==> config.mk <==
export PLATFORM = sky130hd
export DESIGN_NAME = adder_seq_ctrl
export DESIGN_NICKNAME = d
export VERILOG_FILES = /design/src/rtl/adder_seq_ctrl.sv
export SDC_FILE = /design/constraint.sdc
export NUM_CORES = 1
export LEC_CHECK = 0
export ABC_AREA = 1
export ABC_CLOCK_PERIOD_IN_PS = 6480
export BUFFER_PORTS_ARGS = -buffer_cell sky130_fd_sc_hd__clkbuf_2
export CORE_ASPECT_RATIO = 0.6
export CORE_MARGIN = 2
export CORE_UTILIZATION = 59
export DETAILED_ROUTE_END_ITERATION = 8
export GPL_TIMING_DRIVEN = 0
export PLACE_DENSITY = 0.88
export SLEW_MARGIN = 20
export SYNTH_ARGS = -nofsm -noshare
export SYNTH_HDL_FRONTEND = slang
export SYNTH_SLANG_ARGS = --single-unit
==> constraint.sdc <==
create_clock -name iClk -period 6.48 [get_ports iClk]
set_input_delay 0.648 -clock iClk [delete_from_list [all_inputs] [get_ports iClk]]
set_output_delay 0.648 -clock iClk [all_outputs]
set_load 0.05 [all_outputs]
==> src/rtl/adder_seq_ctrl.sv <==
// -----------------------------------------------------------------------------
// adder_seq_ctrl
//
// Byte-serial multi-byte add/subtract sequencer. It drives one external 8-bit
// adder (a, b, carry-in -> sum, carry-out) for NBYTES cycles, LSB byte first.
// The carry is chained through a register. The full result is published in
// one step, together with a single-cycle done pulse.
//
// Operation: A + B + iC when iSub = 0, or A - B when iSub = 1. Subtraction is
// done as A + ~B + 1.
//
// Parameters:
//   NBYTES      number of operand bytes (2..16); data width is 8*NBYTES
//
// Optional feature (macro):
//   ADDER_SEQ_OVF_EN  adds oOverflow, the signed two's-complement overflow of
//                     the last completed operation
//
// Ports:
//   iClk, iRst       clock (rising edge), asynchronous active-high reset
//   iStart           start request, sampled only while idle
//   iSub, iC         subtract select, carry-in for add (ignored for subtract)
//   iData_a/b        wide operands, sampled only at the start edge
//   oBusy            high while the byte sequence runs
//   oDone            one-cycle pulse when oData / oData_C are updated
//   oData, oData_C   result and final carry-out (subtract: 1 = no borrow)
//   oOverflow        (ADDER_SEQ_OVF_EN only) signed overflow of the result
//   oAdd_a/b/C       byte operands and carry-in to the shared adder
//   iAdd_sum/C       sum and carry-out from the shared adder
// -----------------------------------------------------------------------------
module adder_seq_ctrl #(
  parameter int NBYTES = 4
) (
  input  logic                iClk,
  input  logic                iRst,
  input  logic                iStart,
  input  logic                iSub,
  input  logic                iC,
  input  logic [8*NBYTES-1:0] iData_a,
  input  logic [8*NBYTES-1:0] iData_b,
  output logic                oBusy,
  output logic                oDone,
  output logic [8*NBYTES-1:0] oData,
  output logic                oData_C,
`ifdef ADDER_SEQ_OVF_EN
  output logic                oOverflow,
`endif
  output logic [7:0]          oAdd_a,
  output logic [7:0]          oAdd_b,
  output logic                oAdd_C,
  input  logic [7:0]          iAdd_sum,
  input  logic                iAdd_C
);

  localparam int W    = 8 * NBYTES;
  localparam int IDXW = $clog2(NBYTES);

  typedef enum logic {S_IDLE, S_RUN} state_t;

  state_t          r_state;
  state_t          w_state_next;
  logic [W-1:0]    r_a;
  logic [W-1:0]    r_b;         // already inverted for subtract
  logic [W-1:0]    r_res;       // partial result, built byte by byte
  logic [IDXW-1:0] r_idx;
  logic            r_carry;
  logic            w_start;
  logic            w_last;
  logic [W-1:0]    w_res_next;

  assign w_start = (r_state == S_IDLE) && iStart;
  assign w_last  = (r_state == S_RUN) && (r_idx == IDXW'(NBYTES - 1));

  // ---------------------------------------------------------------------------
  // FSM: state register
  // ---------------------------------------------------------------------------
  // NOTE: clocked state uses non-blocking assignments. All flops then update
  // together, so process order cannot change what each flop samples.
  always_ff @(posedge iClk or posedge iRst) begin
    if (iRst) r_state <= S_IDLE;
    else      r_state <= w_state_next;
  end

  // ---------------------------------------------------------------------------
  // FSM: next-state logic
  // ---------------------------------------------------------------------------
  // NOTE: the default assignment at the top covers every path, so no latch is
  // inferred for w_state_next.
  always_comb begin
    w_state_next = r_state;
    unique case (r_state)
      S_IDLE: if (iStart) w_state_next = S_RUN;
      S_RUN:  if (w_last) w_state_next = S_IDLE;
      default: w_state_next = S_IDLE;
    endcase
  end

  // ---------------------------------------------------------------------------
  // FSM: outputs. The adder inputs are forced to 0 while idle.
  // ---------------------------------------------------------------------------
  always_comb begin
    oBusy  = 1'b0;
    oAdd_a = '0;
    oAdd_b = '0;
    oAdd_C = 1'b0;
    if (r_state == S_RUN) begin
      oBusy  = 1'b1;
      oAdd_a = r_a[{r_idx, 3'b000} +: 8];
      oAdd_b = r_b[{r_idx, 3'b000} +: 8];
      oAdd_C = r_carry;
    end
  end

  // Partial result with the byte that the adder is producing right now
  // merged in. oData takes this at the final edge, so the last byte is
  // included without ever showing a partial value.
  always_comb begin
    w_res_next = r_res;
    w_res_next[{r_idx, 3'b000} +: 8] = iAdd_sum;
  end

  // ---------------------------------------------------------------------------
  // Datapath registers
  // ---------------------------------------------------------------------------
  // NOTE: the operand and result registers are reset as well. They are small,
  // and an abort must clear oData.
  always_ff @(posedge iClk or posedge iRst) begin
    if (iRst) begin
      r_a       <= '0;
      r_b       <= '0;
      r_res     <= '0;
      r_idx     <= '0;
      r_carry   <= 1'b0;
      oData     <= '0;
      oData_C   <= 1'b0;
      oDone     <= 1'b0;
`ifdef ADDER_SEQ_OVF_EN
      oOverflow <= 1'b0;
`endif
    end else begin
      oDone <= 1'b0;
      if (w_start) begin
        r_a     <= iData_a;
        r_b     <= iSub ? ~iData_b : iData_b;
        r_carry <= iSub ? 1'b1 : iC;
        r_idx   <= '0;
      end else if (r_state == S_RUN) begin
        r_res   <= w_res_next;
        r_carry <= iAdd_C;
        r_idx   <= r_idx + IDXW'(1);
        if (w_last) begin
          oData   <= w_res_next;
          oData_C <= iAdd_C;
          oDone   <= 1'b1;
`ifdef ADDER_SEQ_OVF_EN
          // The carry into the MSB is a ^ b ^ sum at that bit. Overflow is
          // that carry XOR the carry out of the MSB.
          oOverflow <= r_a[W-1] ^ r_b[W-1] ^ iAdd_sum[7] ^ iAdd_C;
`endif
        end
      end
    end
  end

endmodule
==> results.sh, run 1 <==
export IMPL_status="completed"
export IMPL_grt_pass1_vias=5528
export IMPL_seq_area_um2=3153
export IMPL_grt_overflow_total=0
export IMPL_path_clk_slew_ns=0.06
export IMPL_nFillCells=722
export IMPL_vdd_drop_max_uv=305.5
export IMPL_wl_per_cell_um=15.67
export IMPL_postCtsHoldBufs=0
export IMPL_finalSetupTns_ns=0
export IMPL_synthDistinctLibCells=23
export IMPL_multi_input_area_um2=2592
export IMPL_period_share=0.4470
export IMPL_finalHoldViolations=0
export IMPL_dp_cells=1058
export IMPL_slew_violations=0
export IMPL_fin_cells=1090
export IMPL_drive_gt1_frac=0.2168
export IMPL_core_area_um2=10020
export IMPL_grt_usage=0.3156
export IMPL_final_cell_mix="374 x nand2_1, 128 x clkbuf_2, 126 x dfrtp_1"
export IMPL_clock_skew_ns=0.006845
export IMPL_io_pins=130
export IMPL_rsz0062_at_grt="false"
export IMPL_cts_buffers_inserted=17
export IMPL_cts_resized=0
export IMPL_n_antenna_cell=0
export IMPL_port_buffers=128
export IMPL_setup_violations=0
export IMPL_start_util=0.6144
export IMPL_ff2ff_setup_slack_ns=4.07
export IMPL_worst_pin_slew_ns=0.5995
export IMPL_reg2reg_to="r_res[14]"
export IMPL_worstPathMaxFanout=12
export IMPL_leakagePower_nw=4.215
export IMPL_fmax_mhz=345.2
export IMPL_ys_warn_count=0
export IMPL_post_cts_buffers=0
export IMPL_ys_seq_area_frac=0.5122
export IMPL_synth_nets=877
export IMPL_drc=0
export IMPL_vias=5950
export IMPL_yosys_register_bits=126
export IMPL_r2r_start="r_idx[1]"
export IMPL_crit_path_end_kind="primary output"
export IMPL_dr_pass1_iters=5
export IMPL_syn_area_um2=6156
export IMPL_wl_um=17080
export IMPL_antenna_left=0
export IMPL_ctsRootBufferMaster="clkbuf_16"
export IMPL_setup_slack_ns=3.583
export IMPL_clockBufferDepth=2
export IMPL_cts_tree="yes"
export IMPL_hold_class="in -> async"
export IMPL_final_common_cell="nand2_1"
export IMPL_htree_num_levels=4
export IMPL_pre_cts_slack_ns=4.146
export IMPL_max_slew_margin=0.6003
export IMPL_drt_initial_drc_count=552
export IMPL_dieArea_um2=11290
export IMPL_p_per_area_nw_per_um2=579.9
export IMPL_clock_latency_ns=0.42
export IMPL_crit_type="reg -> out"
export IMPL_fin_crit_ns=2.897
export IMPL_synth_area_per_cell_um2=7.753
export IMPL_area_growth_pct=23.52
export IMPL_grt_pass1_wl_um=27360
export IMPL_grt_max_degree=84
export IMPL_gp_congestion=0.9593
export IMPL_die_h_um=83.12
export IMPL_crit_required_ns=5.83
export IMPL_clock_sinks=126
export IMPL_rows=28
export IMPL_syn_inst=794
export IMPL_die_width_um=135.9
export IMPL_start_kind="flip-flop"
export IMPL_final_nets=1025
export IMPL_dp_hpwl_um=11590
export IMPL_antenna_found_initial=0
export IMPL_timing_hold_ws_ns=0.2332
export IMPL_crit_arrival_ns=2.25
export IMPL_viasPerCell=5.459
export IMPL_r2r_cells=9
export IMPL_max_cap_violations=0
where the power goes:
part / internal, mW / switching [mW] / leakage (nW)
Clock: 0.640 / 0.349 / 0.294
Combinational: 0.543 / 1.57 / 2.29
Sequential: 1.12 / 0.182 / 1.64
synthesized netlist by cell type:
cell type,instances,area [um2]
o22ai_1,1,6.260
inv_2,5,18.77
o211ai_1,1,7.510
xnor2_1,32,280.3
o21ai_1,32,160.2
o21ai_0,35,175.2
buf_2,25,125.1
a21oi_1,16,80.08
buf_4,6,45.04
nand2_1,374,1404
nor2_4,3,33.78
nand4_1,16,100.1
clkinv_1,4,15.01
clkbuf_4,2,15.01
buf_6,4,45.04
ha_1,5,62.56
nand3_1,16,80.08
inv_1,30,112.6
nor2_1,49,183.9
nor2_2,2,12.51
clkbuf_1,9,33.78
dfrtp_1,126,3153
nand2_2,1,6.260
kinds of logic (layout without fill, tap and decap cells):
family                     count (synthesis)  after routing  share of synthesized area
buffers and inverters                     85            246                    0.06666
and+or+nand+nor                          461            461                     0.2957
DFF                                      126            126                     0.5122
xor gates and xnor gates                  32             32                    0.04553
AOI/OAI and AO/OA                         85             85                    0.06972
adders and majority gates                  5              5                    0.01016
worst max-delay path by stage:
stage	startpoint	end	slack [ns]	cells past startpoint
global route	r_idx[1]	oAdd_b[2]	3.54	5
detailed placement	r_idx[1]	oAdd_b[2]	4.15	5
floorplan	iRst	oData[0]	2.48	1
CTS	r_idx[1]	oAdd_b[2]	3.65	5
global placement	iRst	oData[5]	1.20	2
finish	r_idx[1]	oAdd_b[2]	3.58	5
routing by layer:
metal  GRT usage  routed length [um]
met3     0.08059                1672
met5           0                   0
met1      0.4689                7836
met4     0.09754                 312
met2      0.4564                7253
area by class of cell:
type                       count  share of cell area
inverter                      39             0.01991
sequential                   126              0.4147
tap                          135             0.02221
clock inverter                12             0.02221
timing repair buffer         129             0.08787
multi-input combinational    583              0.3410
clock buffer                  20             0.05743
buffer                        46             0.03472
sequential cells by signal (all words and copies together), names as in the netlist:
register / count
oData: 32
oData_C: 1
oDone: 1
r_a: 32
r_b: 32
r_carry: 1
r_idx: 2
r_res: 24
r_state: 1
critical path, stage by stage (launching register included):
cell and delay [ns]:
dfrtp_1 0.41, clkinv_1 0.18, clkbuf_1 0.50, nand2_1 0.18
a21oi_1 0.25, clkbuf_2 0.32
through the flow:
stage               instance area, um2  power, mW  utilization
floorplan                         6156      2.825            -
global placement                  6965      3.295       0.6952
detailed placement                6998      3.350       0.6984
CTS                               7604      4.374       0.7589
global route                      7604      4.654       0.7589
finish                            7604      4.409       0.7589
No activity file was read; power rests on OpenSTA's default activity.
==> run 2, diff against run 1 <==
--- a/config.mk
+++ b/config.mk
@@ -5,15 +5,15 @@
 export SDC_FILE = /design/constraint.sdc
 export NUM_CORES = 1
 export LEC_CHECK = 0
-export ABC_AREA = 1
-export ABC_CLOCK_PERIOD_IN_PS = 6480
+export ABC_AREA = 0
+export ABC_CLOCK_PERIOD_IN_PS = 2410
 export BUFFER_PORTS_ARGS = -buffer_cell sky130_fd_sc_hd__clkbuf_2
 export CORE_ASPECT_RATIO = 0.6
 export CORE_MARGIN = 2
-export CORE_UTILIZATION = 59
+export CORE_UTILIZATION = 49
 export DETAILED_ROUTE_END_ITERATION = 8
 export GPL_TIMING_DRIVEN = 0
-export PLACE_DENSITY = 0.88
+export PLACE_DENSITY = 0.79
 export SLEW_MARGIN = 20
 export SYNTH_ARGS = -nofsm -noshare
 export SYNTH_HDL_FRONTEND = slang
==> constraint.sdc (replaced) <==
create_clock -name iClk -period 2.41 [get_ports iClk]
set_input_delay 0.241 -clock iClk [delete_from_list [all_inputs] [get_ports iClk]]
set_output_delay 0.241 -clock iClk [all_outputs]
set_load 0.05 [all_outputs]
==> results.sh, run 2 <==
export IMPL_finalHoldViolations=0
export IMPL_grt_pass1_wl_um=24070
export IMPL_finalPower_mw=11.83
export IMPL_switching_share=0.4506
export IMPL_final_cell_mix="126 x dfrtp_1, 119 x clkbuf_2, 57 x nand2_1"
export IMPL_final_common_cell="dfrtp_1"
export IMPL_drive_gt1_frac=0.3482
export IMPL_dieArea_um2=12780
export IMPL_cp_common_cell="buf_2"
export IMPL_dp_hpwl_um=11000
export IMPL_ys_seq_area_frac=0.5425
export IMPL_crit_arrival_ns=2.06
export IMPL_top_regs="oData: 32 flops, r_a: 32 flops, r_b: 32 flops"
export IMPL_ctsRootBufferMaster="clkbuf_16"
export IMPL_max_cap_violations=0
export IMPL_io_pins=130
export IMPL_wl_um=15280
export IMPL_yosys_register_bits=126
export IMPL_vias=4553
export IMPL_worstPathMaxFanout=10
export IMPL_ff2ff_setup_slack_ns=0.16
export IMPL_wl_per_cell_um=18.34
export IMPL_fmax_mhz=434.1
export IMPL_p_per_area_nw_per_um2=1621
export IMPL_clock_sinks=126
export IMPL_yosys_top_cells_count="126 x dfrtp_1, 58 x nand2_1, 42 x o21ai_0"
export IMPL_ys_warn_count=0
export IMPL_period_share=0.9558
export IMPL_vdd_drop_max_uv=849.1
export IMPL_crit_type="reg -> out"
export IMPL_worst_path_largest_cell_delay_ns=0.34
export IMPL_antenna_found_initial=1
export IMPL_power_switching_mw=5.331
export IMPL_htree_num_levels=4
export IMPL_fin_crit_ns=2.303
export IMPL_dr_pass1_iters=5
export IMPL_grt_overflow_total=0
export IMPL_core_area_um2=11450
export IMPL_syn_area_um2=5812
export IMPL_yosys_area_top_type="dfrtp_1"
export IMPL_crit_path_end_kind="primary output"
export IMPL_pre_cts_slack_ns=-0.1794
export IMPL_port_buffers=120
export IMPL_synthDistinctLibCells=35
export IMPL_cp_top_family="buffers and inverters"
export IMPL_synth_top_flop_cell="dfrtp_1"
export IMPL_viasPerCell=5.466
export IMPL_grt_max_degree=37
export IMPL_die_width_um=144.6
export IMPL_cts_buffers_inserted=17
export IMPL_path_clk_slew_ns=0.05
export IMPL_p_comb_frac=0.477
export IMPL_status="completed"
export IMPL_clock_skew_ns=0.007008
export IMPL_final_nets=742
export IMPL_crit_slowest_cell="dfrtp_1"
export IMPL_die_h_um=88.36
export IMPL_start_util=0.5077
export IMPL_clockBufferDepth=2
export IMPL_yosysMostFrequentCell="dfrtp_1"
export IMPL_crit_buf_inv=4
export IMPL_start_kind="flip-flop"
export IMPL_clkPwrFrac=0.206
export IMPL_synth_area_per_cell_um2=11.31
export IMPL_setup_violations=0
export IMPL_leakagePower_nw=3.476
export IMPL_crit_chain="buf_4, buf_2, nand2_2, buf_2, o22ai_1, clkbuf_4"
export IMPL_hold_class="in -> reg"
export IMPL_crit_required_ns=2.17
export IMPL_power_internal_mw=6.501
export IMPL_area_growth_pct=25.55
export IMPL_synthArstFlopShare=1.000
export IMPL_antenna_left=0
export IMPL_dp_cells=797
export IMPL_max_slew_margin=0.5582
export IMPL_setup_slack_ns=0.1065
export IMPL_synth_nets=597
export IMPL_synth_top_area_share=0.5425
export IMPL_rows=30
export IMPL_netlist_top_cells_area="dfrtp_1 54%, mux2_2 6.2%, mux2i_1 5.5%, xnor2_1 4.8%, nand2_1 3.7%"
export IMPL_fin_cells=833
export IMPL_cts_tree="yes"
export IMPL_drt_initial_drc_count=341
export IMPL_clock_latency_ns=0.40
export IMPL_drc=0
export IMPL_finalSetupTns_ns=0
export IMPL_slew_violations=0
export IMPL_rsz0062_at_grt="false"
export IMPL_gp_congestion=0.8516
export IMPL_syn_inst=514
export IMPL_power_frac_seq=0.317
export IMPL_timing_hold_ws_ns=0.07631
export IMPL_synth_edf_count=0
export IMPL_worst_pin_slew_ns=0.6613
export IMPL_grt_usage=0.2494
export IMPL_grt_pass1_vias=4639
[run 2: cell count changes after synthesis, sizes merged, moves of 25 or more]
cell,change
o21ai,-25
mux2,+32
nor2,-35
mux2i,+32
inv,-30
nand2,-316
[run 2: timing repair]
| action | CTS | global route |
|---|---|---|
| setup endpoints to repair | 31 | 36 |
| buffers inserted | 0 | 2 |
| gates resized for setup | 4 | 6 |
| pin swaps | 0 | 1 |
| hold buffers | 1 | 0 |
| endpoints found under the hold margin | 26 | 0 |
[run 2: worst paths after layout]
check | startpoint | to | cells after the start
worst max-delay path | r_state | oAdd_b[3] | 6
worst min-delay path | iData_a[16] | r_a[16] | 2
worst max register to register | r_idx[0] | r_res[22] | 9
worst min register to register | r_res[14] | r_res[14] | 2
max in group asynchronous | iRst | r_a[15] | 5
min in group asynchronous | iRst | oData[1] | 3
[run 2: per-layer routing]
layer  track usage  vias to the layer above  share of wire
met2        0.3623                      189           0.43
met1        0.3708                     2247           0.47
met3       0.06602                       21          0.085
met4       0.07149                        0          0.013
met5             0                        -              0
li1              -                     2096              -
[run 2: final cells by class]
cell class / instances / area, um2
multi-input combinational: 336 / 2381
clock inverter: 10 / 87.58
tap: 160 / 200.2
inverter: 6 / 26.28
timing repair buffer: 126 / 688.2
buffer: 46 / 274.0
fill: 926 / 4151
sequential: 126 / 3153
antenna: 1 / 2.502
clock buffer: 22 / 484.2
[run 2: power groups by stage]
| stage | clock network [mW] | logic [mW] | registers [mW] |
|---|---|---|---|
| 3_3_place_gp | 0 | 5.41 | 3.70 |
| 4_1_cts | 2.45 | 5.63 | 3.74 |
| 5_1_grt | 2.56 | 6.07 | 3.86 |
| 2_1_floorplan | 0 | 3.29 | 4.62 |
| 3_5_place_dp | 0 | 5.57 | 3.76 |
| 6_report | 2.44 | 5.65 | 3.75 |
[run 2: cells by family after synthesis]
logic type	Yosys count	synth area share
AO/OA/AOI/OAI	124	0.1358
XOR/XNOR	32	0.04822
adder cells (fa/ha/maj)	5	0.01076
buffers and inverters	52	0.05016
flip-flops	126	0.5425
multiplexers	64	0.1171
AND/OR/NAND/NOR	111	0.09537
[run 2: stage by stage]
stage	util	cell area [um2]
floorplan	-	5816
global placement	0.5779	6616
detailed placement	0.5832	6676
CTS	0.6350	7269
global route	0.6372	7295
finish	0.6374	7297
==> run 3, diff against run 2 <==
--- a/config.mk
+++ b/config.mk
@@ -10,10 +10,12 @@
 export BUFFER_PORTS_ARGS = -buffer_cell sky130_fd_sc_hd__clkbuf_2
 export CORE_ASPECT_RATIO = 0.6
 export CORE_MARGIN = 2
-export CORE_UTILIZATION = 49
+export CORE_UTILIZATION = 51
+export CTS_BUF_LIST = sky130_fd_sc_hd__clkbuf_8
 export DETAILED_ROUTE_END_ITERATION = 8
 export GPL_TIMING_DRIVEN = 0
-export PLACE_DENSITY = 0.79
+export MAX_ROUTING_LAYER = met4
+export PLACE_DENSITY = 0.82
 export SLEW_MARGIN = 20
 export SYNTH_ARGS = -nofsm -noshare
 export SYNTH_HDL_FRONTEND = slang
==> constraint.sdc (replaced) <==
create_clock -name iClk -period 2.41 [get_ports iClk]
set_input_delay 0.482 -clock iClk [delete_from_list [all_inputs] [get_ports iClk]]
set_output_delay 0.482 -clock iClk [all_outputs]
set_load 0.05 [all_outputs]
==> results.sh, run 3 (same netlist as run 2, synthesis figures left out) <==
export IMPL_worst_pin_slew_ns=0.6575
export IMPL_max_slew_margin=0.5607
export IMPL_cts_buffers_inserted=17
export IMPL_ctsRootBufferMaster="clkbuf_8"
export IMPL_final_nets=739
export IMPL_antenna_found_initial=0
export IMPL_vdd_drop_max_uv=824.3
export IMPL_grt_max_degree=35
export IMPL_nFillCells=861
export IMPL_start_kind="flip-flop"
export IMPL_clock_skew_ns=0.01192
export IMPL_grt_overflow_total=0
export IMPL_hold_class="in -> async"
export IMPL_top_regs="oData: 32 flops, r_a: 32 flops, r_b: 32 flops"
export IMPL_max_cap_violations=0
export IMPL_core_area_um2=11190
export IMPL_cp_common_cell="buf_4"
export IMPL_crit_path_end_kind="primary output"
export IMPL_area_growth_pct=23.44
export IMPL_rsz0062_at_grt="true"
export IMPL_cp_top_family="buffers and inverters"
export IMPL_slew_violations=0
export IMPL_rows=30
export IMPL_path_clk_slew_ns=0.08
export IMPL_drive_gt1_frac=0.3513
export IMPL_drt_initial_drc_count=257
export IMPL_fmax_mhz=429.0
export IMPL_grt_usage=0.2494
export IMPL_p_per_area_nw_per_um2=1596
export IMPL_final_cell_mix="126 x dfrtp_1, 106 x clkbuf_2, 56 x nand2_1"
export IMPL_cts_tree="yes"
export IMPL_postCtsHoldBufs=0
export IMPL_crit_slowest_cell="dfrtp_1"
export IMPL_r2r_cells=9
export IMPL_worstPathMaxFanout=10
export IMPL_wl_um=14360
export IMPL_wl_per_cell_um=17.66
export IMPL_htree_num_levels=4
export IMPL_start_util=0.5196
export IMPL_crit_buf_inv=4
export IMPL_antenna_left=0
export IMPL_r2r_start="r_idx[0]"
export IMPL_worst_path_largest_cell_delay_ns=0.34
export IMPL_leakagePower_nw=3.412
export IMPL_dr_pass1_iters=5
export IMPL_port_buffers=120
export IMPL_dieArea_um2=12290
export IMPL_fin_crit_ns=2.331
export IMPL_clock_latency_ns=0.42
export IMPL_status="completed"
export IMPL_grt_pass1_vias=4469
export IMPL_vias=4513
export IMPL_grt_pass1_wl_um=22870
export IMPL_n_antenna_cell=0
export IMPL_crit_chain="buf_4, buf_4, nand2_2, buf_6, o22ai_1, clkbuf_4"
export IMPL_crit_arrival_ns=1.85
export IMPL_finalPower_mw=11.45
export IMPL_ff2ff_setup_slack_ns=0.16
export IMPL_timing_hold_ws_ns=0.1363
export IMPL_dp_hpwl_um=10540
export IMPL_clock_sinks=126
export IMPL_clockBufferDepth=2
export IMPL_reg2reg_to="r_res[21]"
export IMPL_drc=0
export IMPL_post_cts_buffers=0
export IMPL_io_pins=130
export IMPL_setup_violations=0
export IMPL_period_share=0.9673
export IMPL_viasPerCell=5.551
export IMPL_crit_required_ns=1.93
export IMPL_crit_type="reg -> out"
export IMPL_die_width_um=141.8
export IMPL_finalHoldViolations=0
export IMPL_die_h_um=86.69
export IMPL_final_common_cell="dfrtp_1"
export IMPL_gp_congestion=0.8584
==> run 3: changes by cell type in the layout (fill, tap and decap cells not counted), moves of 5 or more <==
| cell | before | now |
|---|---|---|
| clkbuf_8 | 4 | 22 |
| clkbuf_16 | 17 | 0 |
| clkbuf_2 | 119 | 106 |
| buf_4 | 16 | 23 |
| buf_2 | 18 | 13 |
| clkbuf_4 | 2 | 7 |
==> run 3: through the flow <==
step | area, um2 | setup WS, ns | TNS [ns] | std cells | utilization
floorplan | 5816 | -0.1898 | -2.039 | 514 | -
global placement | 6596 | -0.2868 | -35.77 | 778 | 0.5897
detailed placement | 6656 | -0.1276 | -2.407 | 781 | 0.5951
global route | 7174 | -0.01157 | -0.03109 | 813 | 0.6414
finish | 7174 | 0.07880 | 0 | 813 | 0.6414
CTS | 7144 | 0.002518 | 0 | 813 | 0.6387
==> run 3: repair_timing <==
item / in CTS / in global routing
endpoints found under the setup margin: 42 / 32
cloned: 0 / 0
pin swaps: 0 / 0
gates resized for setup: 24 / 20
==> run 3: worst max-delay path by stage <==
stage | cells past startpoint | start | endpoint
after CTS | 5 | r_idx[1] | oAdd_a[6]
after global routing | 6 | r_state | oAdd_a[1]
final | 6 | r_state | oAdd_b[5]
after detailed placement | 8 | r_idx[0] | oData[6]
after floorplan | 5 | r_state | oAdd_a[0]
after global placement | 2 | iRst | r_a[16]
==> run 3: cell type report <==
type	instances	area, um2	share of cell area
inverters	6	26.28	0.003662
flip-flops and latches	126	3153	0.4395
clock buffers	20	275.3	0.03837
clock inverters	12	143.9	0.02006
multi-input cells	336	2394	0.3336
repair buffers	123	705.7	0.09836
well taps	144	180.2	0.02511
plain buffers	46	296.5	0.04133
==> run 3: metal layers <==
layer  GRT usage  share of wire
met5           -              0
met1      0.3731           0.50
met3     0.05249          0.054
met2      0.3429           0.43
met4     0.07000          0.011
==> run 3: power breakdown <==
group | internal (mW) | switching [mW]
logic | 1.98 | 3.81
clock network | 1.09 | 0.822
registers | 3.16 | 0.577
total | 6.24 | 5.21
==> run 3: worst reg2reg max path, stage by stage (launching register included) <==
cell and delay [ns]:
dfrtp_1 0.41, buf_6 0.16, inv_2 0.09, clkbuf_4 0.22
ha_2 0.36, and4bb_1 0.22, buf_4 0.16, and3_1 0.18
buf_4 0.16, a22o_1 0.18
